--- config.mk ---
export PLATFORM = sky130hd
export DESIGN_NAME = logic_unit_multicycle
export DESIGN_NICKNAME = d
export VERILOG_FILES = /design/src/rtl/logic_unit_multicycle.sv
export SDC_FILE = /design/constraint.sdc
export NUM_CORES = 1
export LEC_CHECK = 0
export BUFFER_PORTS_ARGS = -buffer_cell sky130_fd_sc_hd__buf_4
export CAP_MARGIN = 30
export CORE_MARGIN = 8
export CORE_UTILIZATION = 54
export CTS_BUF_LIST = sky130_fd_sc_hd__clkbuf_8
export CTS_CLUSTER_DIAMETER = 80
export CTS_CLUSTER_SIZE = 25
export DETAILED_ROUTE_END_ITERATION = 7
export GPL_TIMING_DRIVEN = 1
export PLACE_DENSITY_LB_ADDON = 0.25
export SYNTH_ARGS = -nofsm -noshare
export SYNTH_HDL_FRONTEND = slang
export SYNTH_SLANG_ARGS = --single-unit
--- constraint.sdc ---
create_clock -name CLK -period 2.2 [get_ports CLK]
set_input_delay 0.22 -clock CLK [delete_from_list [all_inputs] [get_ports CLK]]
set_output_delay 0.22 -clock CLK [all_outputs]
set_load 0.005 [all_outputs]
--- src/rtl/logic_unit_multicycle.sv ---
// ==== logic_unit_multicycle: OR/AND/XOR/NOR over WIDTH bits, SLICE bits per clock -- rev 1.0 ====
`default_nettype none

module logic_unit_multicycle #(
    parameter int WIDTH = 8,
    parameter int SLICE = 2
) (
    input  logic             CLK,
    input  logic             RESET,
    input  logic             START,
    input  logic [1:0]       MODE,
    input  logic [WIDTH-1:0] DATA1,
    input  logic [WIDTH-1:0] DATA2,
    output logic             BUSY,
    output logic             DONE,
    output logic [WIDTH-1:0] RESULT,
    output logic             ZERO
);

    localparam int N  = WIDTH / SLICE;
    localparam int CW = (N > 1) ? $clog2(N) : 1;
    localparam logic [CW-1:0] LAST = CW'(N - 1);

    localparam logic [1:0] MODE_OR  = 2'b00;
    localparam logic [1:0] MODE_AND = 2'b01;
    localparam logic [1:0] MODE_XOR = 2'b10;
    localparam logic [1:0] MODE_NOR = 2'b11;

    typedef enum logic [0:0] {
        IDLE = 1'b0,
        RUN  = 1'b1
    } state_t;

    state_t           state;
    logic [CW-1:0]    cnt;
    logic [WIDTH-1:0] acc;
    logic [WIDTH-1:0] opa;
    logic [WIDTH-1:0] opb;
    logic [1:0]       mode_q;

    logic [WIDTH-1:0] full_op;
    logic [WIDTH-1:0] acc_next;
    int               idx;

    // Whole-word op is formed, but only the current slice is merged into the accumulator.
    always_comb begin
        full_op  = '0;
        acc_next = acc;
        idx      = int'(cnt) * SLICE;
        case (mode_q)
            MODE_OR:  full_op = opa | opb;
            MODE_AND: full_op = opa & opb;
            MODE_XOR: full_op = opa ^ opb;
            MODE_NOR: full_op = ~(opa | opb);
            default:  full_op = '0;
        endcase
        acc_next[idx +: SLICE] = full_op[idx +: SLICE];
    end

    always_ff @(posedge CLK) begin
        if (!RESET) begin
            state  <= IDLE;
            cnt    <= '0;
            acc    <= '0;
            opa    <= '0;
            opb    <= '0;
            mode_q <= '0;
            BUSY   <= 1'b0;
            DONE   <= 1'b0;
            RESULT <= '0;
            ZERO   <= 1'b0;
        end else begin
            case (state)
                IDLE: begin
                    DONE <= 1'b0;
                    if (START) begin
                        opa    <= DATA1;
                        opb    <= DATA2;
                        mode_q <= MODE;
                        cnt    <= '0;
                        acc    <= '0;
                        BUSY   <= 1'b1;
                        state  <= RUN;
                    end
                end
                RUN: begin
                    DONE <= 1'b0;
                    acc  <= acc_next;
                    if (cnt == LAST) begin
                        // RESULT/ZERO only move here, so partial sums stay invisible.
                        RESULT <= acc_next;
                        ZERO   <= (acc_next == '0);
                        BUSY   <= 1'b0;
                        DONE   <= 1'b1;
                        cnt    <= '0;
                        state  <= IDLE;
                    end else begin
                        cnt <= cnt + 1'b1;
                    end
                end
                default: state <= IDLE;
            endcase
        end
    end

endmodule

`default_nettype wire

==> results.txt <==
Actual slew at the worst max-slew pin -> 0.549 ns
Clk buf depth -> 2
LEAKAGE -> 1.23 nW
First drt pass iteration count -> 4
Cell Area, Synth -> 2400 um^2
Multi-input gate area -> 1440 um^2
# DRC -> 0
Dpl cell area -> 2750 um^2
Highest Clock Rate -> 472 MHz
Clock tree from TritonCTS -> built
Final Hold Fails -> 0
Pins Over Slew Limit -> 0
Fin Clk Skew -> 0.00586 ns
Die area -> 6830 um^2
Compound-gate portion of the synthesized area -> 0.177
Num CTS Buffers -> 5
DR vias -> 2,003
Worst Path Required -> 2.41 ns
Post-synth EDFFs -> 0
Worst hold path class -> primary input to flop
Critical Path End Type -> flop
DP HPWL -> 3840 um
Cells along the critical path -> inv_1, ha_1, nor3b_1, o2111ai_1, o22ai_1, buf_4, nor2_1, nor3b_1
Pin count of the biggest net entering global routing -> 40
Final worst slack -> 0.0830 ns
Max-Cap Viols -> 0
Die Span X -> 82.7 um
Vias in the first global route -> 1,950
WL/cell -> 14.0 um
Final period util -> 0.962
Global route overflow -> 0
# hold bufs at CTS -> 0
Largest cells by area after synthesis -> dfxtp_1 (33%), ha_1 (11%), nand2_1 (7.4%)
Fin Setup TNS -> 0 ns
Simple-Gate Fraction of Synth Area -> 0.209
Fin nets -> 361
Synth Area in Adders -> 0.115
PortBufs -> 31
CP max FO -> 8
Final instance area -> 2860 um^2
Post-Syn Nets -> 324
Outcome -> finished, final reports clean
Row Count -> 24
CP max stage cell -> nor3b_1
Clock Latency Late Sink -> 0.29 ns
Initial antenna violation count -> 0
DR iter-0 viols -> 102
Routed wire length -> 5200 um
Ys async rst share -> 0
H-tree Lvls -> 2
Critical path class -> flop to flop
Relative slew slack -> 0.633
Setup-failing EPs final -> 0
Multiplexer area fraction after synthesis -> 0.0907
Biggest cell delay along the critical path -> 0.49 ns
CTS clock-pin slew for the worst setup and hold paths -> 0.08 ns
# fillers -> 385
Antenna diodes -> 0
Layout Utilization -> 0.662
Initial Util -> 0.555
Synth top area share -> 0.334
Largest family of logic cells by synthesized area -> simple AND/OR/NAND/NOR gates
Die height -> 82.7 um
Flop and latch count out of synthesis -> 40
Placer Congestion -> 0.867
Power per cell area -> 554 nW/um^2
Post-route ant nets -> 0
Min cycle time layout -> 2.12 ns
Total clock sinks -> 40
First-pass GRT wire length -> 8980 um
Post-synthesis sequential area ratio -> 0.334
Xor/xnor cell area share of the yosys netlist -> 0
Cells after Synth -> 281
Dpl ws -> 0.0647 ns
Register area -> 802 um^2
WP data arrival -> 2.32 ns
Unique cell type count in the Yosys netlist -> 47
Mapped Avg Cell Area -> 8.54 um^2
Core area -> 4320 um^2
Clock Tree Root -> clkbuf_8
Most used cell, CP -> nor3b_1
Share of cells above drive strength 1 -> 0.213
Syn-to-layout area delta -> 19.2%
Yosys Warn Count -> 0
Crit path launch type -> flop
Total power -> 1.59 mW
Vias per cell -> 5.40
Largest area contributor in the netlist -> dfxtp_1
Total GRT Usage -> 0.168
# IOs -> 32
Top FF cell, synth -> dfxtp_1
Peak VDD IR -> 0.523 mV
-- where the power goes --
part	internal [mW]	switching [mW]
Clock	0.250	0.254
Combinational	0.152	0.153
Sequential	0.751	0.0258
-- metrics by stage --
step	hold WS, ns	cells
4_1_cts	0.176	371
3_5_place_dp	0.463	363
6_report	0.183	371
5_1_grt	0.181	371
3_3_place_gp	0.458	363
2_1_floorplan	0.365	281
-- layout by cell type, fill, tap and decap left out, types with 5 or more instances in the layout --
cell and count:
o21ai_0 5, nor3b_1 8, nand2_1 47, a21boi_0 20
nor2_1 9, a21oi_1 9, buf_4 45, inv_1 28
nor2b_1 11, mux2i_1 12, nand2b_1 5, ha_1 22
clkbuf_8 6, dfxtp_1 39, nor3_1 5
-- cell type report --
| type | instances | area share |
|---|---|---|
| inverter | 28 | 0.0367 |
| sequential | 40 | 0.280 |
| tap | 52 | 0.0227 |
| timing repair buffer | 46 | 0.125 |
| clock buffer | 6 | 0.0289 |
| multi-input combinational | 197 | 0.503 |
| clock inverter | 2 | 0.00350 |
-- cells by family after synthesis --
kind of cell | Yosys count
mux | 18
compound gates | 56
fa+ha+maj | 22
buf+inv | 44
flops | 40
simple gates | 101
-- timing repair --
item / CTS / global route
setup buffers: 0 / 0
endpoints found under the hold margin: 0 / 0
setup endpoints to repair: 0 / 3
resized for setup: 0 / 4
-- sequential cells by signal, summed over array words and instances, names as in the netlist --
signal	count
cnt	2
BUSY	1
ZERO	1
acc	8
opb	8
opa	8
state	1
DONE	1
RESULT	8
mode_q	2
-- layer usage --
metal  vias to the layer above  global-route usage  part of all wire
met5                         -                   0                 0
met4                         0              0.0569            0.0073
met3                         2              0.0400             0.040
met2                        35               0.275              0.48
met1                       945               0.209              0.47
li1                       1021                   -                 -
-- cell usage after synthesis, types with 3 or more instances --
library cell / count
a21oi_1: 9
clkbuf_1: 10
and2_1: 3
nand3_1: 4
nor2_1: 9
dfxtp_1: 40
buf_1: 3
nor3_1: 5
ha_1: 22
nor2b_1: 11
inv_1: 28
a31oi_1: 3
nand2b_1: 5
o211a_1: 3
nor3b_1: 8
nand2_1: 47
a21boi_0: 20
mux2i_1: 12
o21ai_0: 5
-- final timing paths --
path / start / to / slack (ns) / cells past startpoint
setup reg to reg: cnt[0] / RESULT[3] / 0.08 / 8
setup / recovery: cnt[0] / RESULT[3] / 0.08 / 8
hold / removal: DATA2[7] / opb[7] / 0.18 / 3
hold reg to reg: RESULT[0] / RESULT[0] / 0.47 / 2
-- critical path, delay by kind of cell (launching register included) --
kind,cells,cell delay [ns]
AOI/OAI and AO/OA,2,0.34
buffers and inverters,2,0.28
DFF,1,0.33
and+or+nand+nor,3,0.72
adders and majority gates,1,0.36
Note: power is estimated with default switching activity, not from simulation.
